==> config.mk <==
export PLATFORM = sky130hd
export DESIGN_NAME = pipe_stage_reg
export DESIGN_NICKNAME = d
export VERILOG_FILES = /design/src/rtl/pipe_stage_reg.sv
export SDC_FILE = /design/constraint.sdc
export NUM_CORES = 1
export LEC_CHECK = 0
export CAP_MARGIN = 20
export CELL_PAD_IN_SITES_DETAIL_PLACEMENT = 1
export CELL_PAD_IN_SITES_GLOBAL_PLACEMENT = 1
export CORE_MARGIN = 2
export CORE_UTILIZATION = 32
export CTS_BUF_LIST = sky130_fd_sc_hd__clkbuf_4 sky130_fd_sc_hd__clkbuf_8 sky130_fd_sc_hd__clkbuf_16
export DETAILED_ROUTE_END_ITERATION = 8
export PLACE_DENSITY_LB_ADDON = 0.1
export SYNTH_ARGS = -nofsm -noshare
export SYNTH_HDL_FRONTEND = slang
export SYNTH_SLANG_ARGS = --single-unit
==> constraint.sdc <==
create_clock -name clk -period 4.5 [get_ports clk]
set_input_delay 0.45 -clock clk [delete_from_list [all_inputs] [get_ports clk]]
set_output_delay 0.45 -clock clk [all_outputs]
set_load 0.02 [all_outputs]
==> src/rtl/pipe_stage_reg.sv <==
// Generic inter-stage pipeline register: payload + PC + valid, with stall/flush
// control and saturating per-stage stall/bubble counters.
module pipe_stage_reg #(
    parameter int unsigned            DATA_W           = 160,
    parameter int unsigned            PC_W             = 32,
    parameter logic [PC_W-1:0]        RESET_PC         = 32'h0000_3000,
    parameter bit                     FLUSH_OVER_STALL = 1'b1,
    parameter bit                     KEEP_PC_ON_FLUSH = 1'b1,
    parameter int unsigned            CNT_W            = 32
) (
    input  logic              clk,
    input  logic              reset,
    input  logic              stall,
    input  logic              flush,
    input  logic              cnt_clr,
    input  logic              in_valid,
    input  logic [PC_W-1:0]   in_pc,
    input  logic [DATA_W-1:0] in_payload,
    output logic              out_valid,
    output logic [PC_W-1:0]   out_pc,
    output logic [DATA_W-1:0] out_payload,
    output logic [CNT_W-1:0]  stall_cnt,
    output logic [CNT_W-1:0]  bubble_cnt
);

    typedef enum logic [1:0] {
        ACT_LOAD  = 2'd0,
        ACT_STALL = 2'd1,
        ACT_FLUSH = 2'd2
    } action_e;

    localparam logic [CNT_W-1:0]  CNT_ZERO  = {CNT_W{1'b0}};
    localparam logic [CNT_W-1:0]  CNT_ONE   = {{(CNT_W-1){1'b0}}, 1'b1};
    localparam logic [DATA_W-1:0] DATA_ZERO = {DATA_W{1'b0}};
    localparam logic [PC_W-1:0]   PC_ZERO   = {PC_W{1'b0}};

    function automatic logic [CNT_W-1:0] sat_inc(input logic [CNT_W-1:0] value);
        if (&value) begin
            return value;
        end else begin
            return value + CNT_ONE;
        end
    endfunction

    action_e             action_s;
    logic                valid_r;
    logic [PC_W-1:0]     pc_r;
    logic [DATA_W-1:0]   payload_r;
    logic [CNT_W-1:0]    stall_cnt_r;
    logic [CNT_W-1:0]    bubble_cnt_r;
    logic                valid_s;
    logic [PC_W-1:0]     pc_s;
    logic [DATA_W-1:0]   payload_s;
    logic [CNT_W-1:0]    stall_cnt_s;
    logic [CNT_W-1:0]    bubble_cnt_s;

    // Resolve the effective action from stall/flush according to the priority option.
    always_comb begin
        action_s = ACT_LOAD;
        if (FLUSH_OVER_STALL) begin
            if (flush) begin
                action_s = ACT_FLUSH;
            end else if (stall) begin
                action_s = ACT_STALL;
            end else begin
                action_s = ACT_LOAD;
            end
        end else begin
            if (stall) begin
                action_s = ACT_STALL;
            end else if (flush) begin
                action_s = ACT_FLUSH;
            end else begin
                action_s = ACT_LOAD;
            end
        end
    end

    // Next data contents; an invalid slot always carries an all-zero payload.
    always_comb begin
        valid_s   = valid_r;
        pc_s      = pc_r;
        payload_s = payload_r;
        case (action_s)
            ACT_LOAD: begin
                valid_s   = in_valid;
                pc_s      = in_pc;
                payload_s = in_valid ? in_payload : DATA_ZERO;
            end
            ACT_FLUSH: begin
                valid_s   = 1'b0;
                pc_s      = KEEP_PC_ON_FLUSH ? in_pc : PC_ZERO;
                payload_s = DATA_ZERO;
            end
            ACT_STALL: begin
                valid_s   = valid_r;
                pc_s      = pc_r;
                payload_s = payload_r;
            end
            default: begin
                valid_s   = 1'b0;
                pc_s      = pc_r;
                payload_s = DATA_ZERO;
            end
        endcase
    end

    // Next counter values; a clear discards any increment on the same edge.
    always_comb begin
        stall_cnt_s  = stall_cnt_r;
        bubble_cnt_s = bubble_cnt_r;
        if (cnt_clr) begin
            stall_cnt_s  = CNT_ZERO;
            bubble_cnt_s = CNT_ZERO;
        end else if (action_s == ACT_STALL) begin
            stall_cnt_s  = sat_inc(stall_cnt_r);
        end else if (action_s == ACT_FLUSH) begin
            bubble_cnt_s = sat_inc(bubble_cnt_r);
        end else begin
            stall_cnt_s  = stall_cnt_r;
            bubble_cnt_s = bubble_cnt_r;
        end
    end

    // State register with synchronous reset overriding all other inputs.
    always_ff @(posedge clk) begin
        if (reset) begin
            valid_r      <= 1'b0;
            pc_r         <= RESET_PC;
            payload_r    <= DATA_ZERO;
            stall_cnt_r  <= CNT_ZERO;
            bubble_cnt_r <= CNT_ZERO;
        end else begin
            valid_r      <= valid_s;
            pc_r         <= pc_s;
            payload_r    <= payload_s;
            stall_cnt_r  <= stall_cnt_s;
            bubble_cnt_r <= bubble_cnt_s;
        end
    end

    assign out_valid   = valid_r;
    assign out_pc      = pc_r;
    assign out_payload = payload_r;
    assign stall_cnt   = stall_cnt_r;
    assign bubble_cnt  = bubble_cnt_r;

endmodule

After elaboration in Yosys (flattened, before gate mapping)
Index checks and enable logic that the tools add are counted.
{"block": "classes", "n_addsub": 2, "multipliers": 0, "n_div": 0, "n_lt_le_gt_ge": 0, "n_eq_ne": 2, "shift": 0, "n_mux": 5, "bitwise": 3, "reduce_logical": 7}
{"cell": "$pmux W160 S2", "n": 1}
{"cell": "$mux W160", "n": 1}
{"cell": "$add A32 B1 Y32 const B", "n": 2}
{"cell": "$reduce_and A32 Y1", "n": 2}
{"cell": "$reduce_or A2 Y1", "n": 2}
{"cell": "$not A1 Y1", "n": 3}
{"cell": "$reduce_and A3 Y1", "n": 1}
{"cell": "$eq A2 B1 Y1 const B", "n": 1}
{"cell": "$eq A2 B2 Y1 const B", "n": 1}
{"cell": "$logic_not A2 Y1", "n": 1}
{"cell": "$mux W2", "n": 1}
{"cell": "$pmux W1 S2", "n": 1}
{"cell": "$reduce_and A2 Y1", "n": 1}
{"cell": "$mux W1", "n": 1}
{"block": "word_totals", "ff_bits": 257, "latchBits": 0, "mem_bits_rw": 0, "romBits": 0, "elab_cells": 24, "mem_count": 0}

Longest topological paths before layout
Gate-level depths: netlist of run 1.
{"block": "depth", "depth_word": 5, "depth_mapped": 8}

Worst setup path before layout of run 1
Ideal clock, no wire load.
{"block": "synth_path", "kind": "reg2reg", "startpoint": "register bubble_cnt_r[0], in the netlist bubble_cnt[0]", "endpoint": "register bubble_cnt_r[26], in the netlist bubble_cnt[26]", "setup_time_ns": 0.116, "t_arrival_ns": 2.236, "setup_slack_ns": 2.148, "stages_incl_launch_ff": 8, "synth_period_minus_slack_ns": 2.352, "path_cell_list": "dfxtp_1 -> ha_1 -> nand3_1 -> or4_1 -> buf_2 -> a2111oi_4 -> a31oi_1 -> a41o_1"}
{"block": "synth_via", "elab_chain_cells": 3}
{"element": "start, declared", "line": "50", "text": "logic [CNT_W-1:0] bubble_cnt_r;"}
{"element": "start signal, assigned", "line": "138", "text": "bubble_cnt_r <= bubble_cnt_s;"}
{"element": "branches (longest 3 deep; another with $add A32 B1 Y32)"}
Parallel ways; which one is timed is not known.
A chain may end at the register's enable or synchronous reset.

Final worst setup path of run 1
{"block": "layout_path", "startpoint": "register bubble_cnt_r[24], in the netlist bubble_cnt[24]", "endpoint": "register bubble_cnt_r[29], in the netlist bubble_cnt[29]"}
The elaborated chain is that of the path after synthesis.

==> metrics, run 1 <==
Clock Sinks=~260; core area=29700 um^2; PortBufs=454; vias in the first global route=about 10000; Critical Path AT=between 3 and 4 ns; RSZ-0062 raised after global routing=false; fin area=around 16000 um^2; TritonCTS clock tree=done; Die Ht=178 um; placed insts=about 1900; cell area after synthesis=between 9000 and 10000 um^2; DP Area=14500 um^2; Vias=about 10000; Crit Path Class=register to register; Synth Instances=between 1000 and 1500; Ys Warns=0; Fill cells=3368; DRT iter0 DRCs=550; largest net degree at the start of global routing=186; share of the synthesized area in the top cell type=53.1%; post-synthesis net count=1292; initial antenna violation count=7; DR pass1 iterations=5; CTS Hold Bufs=0; gr ovfl total=0; worst-path fanout max=23; CTS Buf Count=30; crit-path max cell delay=roughly 0.82 ns; Final Setup Violations=0; die area=31700 um^2; layout cells sized above 1=4.80%; CTS root buf=clkbuf_16; # Post-CTS Setup Buffers=0; Worst EP required=4.92 ns; number of routed nets with antenna violations=0; Initial Utilization=32.6%; synth top area cells=dfxtp_1 (53%), a22oi_1 (12%), nor2_1 (7.1%); asr flop ratio synth=0%; CTS Buffer Depth=3; Routed WL=a little over 40000 um; Final Util=52.3%; Primary FF master, synth=dfxtp_1; Detail Placement HPWL=28900 um; CP cell instances=and4_1 -> and4_1 -> and4_1 -> nor4_1 -> mux2i_1; run status=finished clean; Critical Path End Type=register; H-tree depth=1; Final Cycle Share=around three fifths; total chip power=approximately 5.4 mW; gr usage total=24.3%; Pleak=5.33 nW; Pwr Density=346 nW/um^2; post-route non-filler standard cell count=~1900; sum of negative setup slack=0 ns; number of enable flip-flop cells after synthesis=0; commonest non-fill, non-tap cells in the layout=clkdlybuf4s50_1 (453), dfxtp_1 (257), nor2_1 (184); Yosys reg bits=approximately 260; Worst-Skew Late Latency=0.55 ns; I/O pin total=455; Final GP Congestion=0.800; startpoint types=register; Final Max Tran Viols=0; Clock Pin Slew Worst Setup and Hold Paths=0.06 ns; area leader, netlist=dfxtp_1; clock skew=0.00597 ns; Fmax=approximately 370 MHz; Top Family by Delay on Critical Path=simple AND/OR/NAND/NOR gates; sequential area share after synthesis=roughly 53%; Avg Cell Area, Syn=8.88 um^2; Std-Cell Rows=63; worst path bufs/invs=0; first-pass GRT wire length=60200 um; drt wl/cell=between 20 and 25 um; drc violations=0; reg-to-reg slack, setup=~1.8 ns; library cells used by synthesis=47; worst min path class=primary input to register; final hold vios=0; Slew @ Worst Pin=0.951 ns; Slew HR=36.3%; fin nets=1699; cts repair resizes=0; vias per inst=5.29; synthesis-to-finish area growth=60.3%; slowest CP cell=and4_1; most common cell after layout, fill and taps aside=clkdlybuf4s50_1; Final min period=2.69 ns; VDD IR max=260 uV; most used cell, CP=and4_1; die width=178 um; Max Cap Viol=0
[cell families (layout without fill, tap and decap cells)]
group / Yosys count / in the layout / synth area share [%]
xor gates and xnor gates: 9 / 9 / 0.813
and+or+nand+nor: 426 / 426 / 20.7
AOI/OAI and AO/OA: 302 / 302 / 21.2
buffers and inverters: 92 / 520 / 3.63
muxes: 4 / 4 / 0.413
DFF: 257 / 257 / 53.1
adders and majority gates: 2 / 2 / 0.258
other: 0 / 4 / 0
[synthesized netlist by cell type (all sizes together) (4+ instances only)]
cell / number
dfxtp: 257
nor2: 184
a22oi: 160
nand2: 104
a21oi: 76
clkbuf: 74
nand3: 30
or3: 25
o21ai: 23
or4: 22
nand4: 18
o31ai: 18
and4: 13
buf: 13
and3: 9
xnor2: 8
nor4: 7
a211oi: 5
a31oi: 5
inv: 5
mux2i: 4
nand3b: 4
nor3: 4
[state kept, by name (all words and copies together) (netlist names)]
name         flops
out_payload    160
bubble_cnt      32
out_pc          32
stall_cnt       32
out_valid        1
[worst paths after layout]
kind                        from             end  cells after the start
hold reg to reg       out_pc[25]      out_pc[25]                      2
setup reg to reg  bubble_cnt[24]  bubble_cnt[29]                      5
setup / recovery  bubble_cnt[24]  bubble_cnt[29]                      5
hold / removal         in_pc[27]      out_pc[27]                      3
[where the power goes]
group | leakage (nW) | internal, mW | switching, mW | total, mW
Clock | 0.516 | 1.53 | 0.968 | 2.50
Combinational | 2.73 | 0.277 | 0.247 | 0.524
Sequential | 2.09 | 2.32 | 0.0280 | 2.35
Total | 5.33 | 4.13 | 1.24 | 5.37
[worst register-to-register path, delay by kind of cell (launching register included)]
family,cells,cell delay [ns]
and+or+nand+nor,4,1.91
DFF,1,0.50
muxes,1,0.16
[per-stage QoR]
| stage | hold WS, ns | worst slack [ns] |
|---|---|---|
| after detailed placement | 0.446 | 1.56 |
| final | 0.443 | 1.81 |
| after global routing | 0.429 | 1.65 |
| after floorplan | 0.530 | 2.15 |
| after global placement | 0.437 | 1.61 |
| after CTS | 0.421 | 1.62 |
[cell type report]
cell class	instances	area (um^2)	area share, %
diodes	4	10.0	0.0644
clock inverters	5	86.3	0.555
well taps	390	488	3.14
repair buffers	462	4650	29.9
clock buffers	48	936	6.02
multi-input cells	743	4210	27.1
flip-flops and latches	257	5140	33.1
inverters	5	18.8	0.121
[metal layers]
layer  share of wire [%]  up-vias  GRT usage, %
met4                 3.0       10          7.21
met2                  51      295          42.8
li1                    -     4775             -
met3                 7.4       74          8.10
met1                  39     4973          27.8
met5                0.19        -         0.801
No activity file was read; power rests on OpenSTA's default activity.
==> run 2: changes to the inputs <==
CORE_UTILIZATION = 26   (was 32)
clock period = 2.4 ns   (was 4.5 ns; I/O delays follow)
==> run 2 against run 1 <==
  * Critical path depth unchanged
  * Via count increased by 0.43%
  * Core utilization decreased by 8.8 points
  * Die area increased by 23%
  * Clock power increased by 89%
  * Final area increased by 2.8%
==> metrics, run 2 (synthesis gave the netlist of run 1 again) <==
Worst EP required=2.82 ns; number of routed nets with antenna violations=0; post-route non-filler standard cell count=2030; H-tree depth=1; r2r startpoint=bubble_cnt[4]; Final GP Congestion=0.784; VDD IR max=556 uV; Worst-Skew Late Latency=0.55 ns; Clock Pin Slew Worst Setup and Hold Paths=~0.060 ns; run status=finished clean; Max Cap Viol=0; Routed WL=~42000 um; clock skew=0.00594 ns; commonest non-fill, non-tap cells in the layout=clkdlybuf4s50_1 (453), dfxtp_1 (257), nor2_1 (184); PortBufs=454; die width=197 um; DR pass1 iterations=5; core area=36700 um^2; Slew HR=41.2%; final hold vios=0; Die Ht=197 um; total chip power=10.1 mW; CTS root buf=clkbuf_16; DRT iter0 DRCs=423; Pleak=5.55 nW; cts repair resizes=0; worst min path class=primary input to register; I/O pin total=455; Vias=between 10000 and 15000; Crit Path Class=register to register; Final Cycle Share=91.5%; crit path setup slack, layout=0.203 ns; gr usage total=about a fifth; startpoint types=register; Critical Path AT=2.61 ns; Final Max Tran Viols=0; register area=between 5000 and 6000 um^2; Fill cells=4136; drc violations=0; dpl ws=-0.0507 ns; Initial Utilization=26.4%; gr ovfl total=0; CTS Buf Count=30; Detail Placement HPWL=30300 um; vias in the first global route=about 11000; hold path startpoint=in_pc[19]; TritonCTS clock tree=done; reg-to-reg endpoint=bubble_cnt[30]; worst reg-to-reg path cell count=5; footprint of the multi-input gates=4210 um^2; Clock Sinks=257; Slew @ Worst Pin=0.874 ns; sum of negative setup slack=0 ns; first-pass GRT wire length=63400 um; reg-to-reg slack, setup=0.20 ns; # Post-CTS Setup Buffers=0; placed insts=1972; max reg flops=160; die area=38900 um^2; fin nets=1737; synthesis-to-finish area growth=64.8%; Fmax=approximately 460 MHz; worst-path fanout max=8; CTS Buffer Depth=3; largest net degree at the start of global routing=183; Pwr Density=635 nW/um^2; layout cells sized above 1=7.18%; Final Setup Violations=0; Critical Path End Type=register; Hold Path End=out_pc[19]; initial antenna violation count=6; hold depth=3; RSZ-0062 raised after global routing=false; Final min period=2.20 ns; Std-Cell Rows=70; vias per inst=about 5; drt wl/cell=20.7 um; worst hold slack=about 0.21 ns; most common cell after layout, fill and taps aside=clkdlybuf4s50_1
[run 2: changes by cell type in the layout (fill, tap and decap cells not counted)]
cell,delta
clkinv_2,+6
diode_2,-2
dlygate4sd3_1,+1
buf_16,-1
buf_4,+33
clkbuf_4,-5
buf_12,+5
clkbuf_8,+1
[run 2: final cells by class]
type / instances / area share [%]
sequential: 257 / 32.2
timing repair buffer: 500 / 31.2
multi-input combinational: 743 / 26.4
clock buffer: 44 / 5.71
tap: 468 / 3.66
clock inverter: 11 / 0.728
inverter: 5 / 0.117
antenna: 2 / 0.0313
[run 2: worst max path at each step]
stage | start | endpoint | cells after the start
6_report | bubble_cnt[4] | bubble_cnt[30] | 5
5_1_grt | stall_cnt[24] | stall_cnt[14] | 5
4_1_cts | bubble_cnt[4] | bubble_cnt[30] | 5
3_5_place_dp | flush | bubble_cnt[28] | 6
3_3_place_gp | flush | bubble_cnt[24] | 7
2_1_floorplan | bubble_cnt[0] | bubble_cnt[26] | 7
[run 2: where the power goes]
group          switching [mW]  internal (mW)  total (mW)
logic                   0.478          0.543        1.02
registers              0.0482           4.36        4.41
clock network            1.88           2.83        4.72
total                    2.41           7.74        10.1
[run 2: critical path, stage by stage (launching register included)]
cell and delay [ns]:
dfxtp_1 0.49, nand4_4 0.13, or4_1 0.64, a211o_1 0.34, o311ai_0 0.32, o41ai_1 0.14
[run 2: metrics by stage]
step                utilization (%)  cell area (um^2)
floorplan                         -              9700
finish                         43.5             16000
global placement               40.7             14900
global route                   43.5             16000
detailed placement             40.7             14900
CTS                            43.5             16000
[run 2: what timing repair did]
item,4_1_cts,5_1_grt
setup endpoints to repair,0,0
hold endpoints to repair,11,0
hold buffers,1,0
[run 2: routing by layer]
layer	global-route usage (%)	share of wire (%)	vias up
li1	-	-	4851
met1	23.6	39	4952
met2	36.1	49	284
met3	7.39	7.5	76
met4	8.05	3.9	8
met5	0	0.13	-
==> run 3: changes to the inputs <==
ABC_CLOCK_PERIOD_IN_PS = 2400   (was default)
CORE_UTILIZATION = 27   (was 26)
CTS_BUF_LIST = sky130_fd_sc_hd__clkbuf_8   (was sky130_fd_sc_hd__clkbuf_4 sky130_fd_sc_hd__clkbuf_8 sky130_fd_sc_hd__clkbuf_16)
==> run 3 against run 2 <==
  * Worst setup slack got worse by 0.0081 ns
  * Non-clock buffer count rose by 4
  * Via count up 1.8%
  * Combinational power about the same
  * First-iteration DRC count down 3.5%
  * Hold slack lost 0.036 ns
  * Clock power is 7.0% lower
  * Flip-flop and latch count stayed put
  * Final area up 0.20%
  * Wire length up 1.8%
  * Maximum frequency decreased by 0.37%
==> metrics, run 3 (synthesis gave the netlist of run 1 again) <==
Slew HR=37.7%; startpoint types=register; PortBufs=454; gr usage total=between 20 and 25%; fin nets=approximately 1800; sum of negative setup slack=0 ns; # Post-CTS Setup Buffers=0; Crit Path Class=register to register; CTS Buffer Depth=3; worst-path fanout max=6; H-tree depth=2; Worst EP required=2.87 ns; I/O pin total=455; CTS root buf=clkbuf_8; Initial Utilization=27.3%; Pwr Density=614 nW/um^2; Vias=just over 10000; Routed WL=42800 um; crit path setup slack, layout=0.195 ns; DR pass1 iterations=4; dpl ws=-0.0155 ns; commonest non-fill, non-tap cells in the layout=clkdlybuf4s50_1 (453), dfxtp_1 (257), nor2_1 (184); Final GP Congestion=0.789; clock skew=0.0114 ns; placed insts=~2000; Clock Pin Slew Worst Setup and Hold Paths=~0.060 ns; vias in the first global route=10900; largest net degree at the start of global routing=180; CTS Buf Count=48; die area=37500 um^2; initial antenna violation count=8; die width=between 150 and 200 um; Die Ht=roughly 190 um; Slew @ Worst Pin=0.926 ns; synthesis-to-finish area growth=65.1%; total chip power=between 9 and 10 mW; layout cells sized above 1=under 10%; final hold vios=0; VDD IR max=437 uV; Final Setup Violations=0; Critical Path AT=2.67 ns; vias per inst=5.03; RSZ-0062 raised after global routing=false; Detail Placement HPWL=30700 um; run status=finished clean; worst min path class=primary input to register; post-route non-filler standard cell count=2060; Std-Cell Rows=69; number of routed nets with antenna violations=0; Final min period=between 2 and 2.5 ns; Critical Path End Type=register; Fmax=453 MHz; first-pass GRT wire length=65100 um; gr ovfl total=0; drc violations=0; Fill cells=4064; Final Cycle Share=91.9%; Clock Sinks=~260; most common cell after layout, fill and taps aside=clkdlybuf4s50_1; core area=35500 um^2; max reg flops=160; Worst-Skew Late Latency=about 0.60 ns; TritonCTS clock tree=done; drt wl/cell=roughly 21 um; Max Cap Viol=0; DRT iter0 DRCs=408; Pleak=5.63 nW; Final Max Tran Viols=0
## run 3: power by group
group          total (mW)  switching (mW)  leakage, nW  internal [mW]
Combinational        1.03           0.476         2.97          0.550
Clock                4.39            1.98        0.576           2.41
Sequential           4.41          0.0487         2.09           4.36
## run 3: metal layers
metal	share of wire [%]	GRT usage, %	up-vias
met5	0.14	0	-
met2	50	38.3	312
met1	38	23.9	5060
met3	8.0	8.39	82
met4	3.8	10.1	8
li1	-	-	4895
## run 3: worst max-delay path: stages, from the launching register on
cell,delay [ns]
dfxtp_1,0.33
ha_1,0.24
nand3_1,0.15
or4_4,0.55
a211o_1,0.33
o311ai_0,0.33
o41ai_1,0.14
## run 3: through the flow
stage	hold slack, ns	area (um^2)	util (%)
after floorplan	0.364	9700	-
after global placement	0.438	15000	42.3
after detailed placement	0.447	15000	42.3
after CTS	0.114	16000	45.1
after global routing	0.151	16000	45.1
final	0.172	16000	45.1
## run 3: final timing paths
kind	startpoint	endpoint	slack, ns	cells past startpoint
worst min-delay path	in_pc[0]	out_pc[0]	0.17	3
worst min register to register	out_pc[20]	out_pc[20]	0.45	2
worst max-delay path	bubble_cnt[1]	bubble_cnt[30]	0.19	6
worst max register to register	bubble_cnt[1]	bubble_cnt[30]	0.19	6
## run 3: final cells by class
| cell class | instances | area, um^2 | area share, % |
|---|---|---|---|
| Antenna cell | 4 | 10.0 | 0.0625 |
| Clock buffer | 65 | 895 | 5.59 |
| Clock inverter | 21 | 97.6 | 0.610 |
| Inverter | 5 | 18.8 | 0.117 |
| Multi-Input combinational cell | 743 | 4220 | 26.4 |
| Sequential cell | 257 | 5140 | 32.1 |
| Tap cell | 461 | 577 | 3.60 |
| Timing Repair Buffer | 504 | 5050 | 31.5 |
## run 3: repair_timing
item / 4_1_cts / 5_1_grt
setup endpoints to repair: 0 / 5
endpoints found under the hold margin: 14 / 0
resized for setup: 0 / 2
hold buffers: 1 / 0
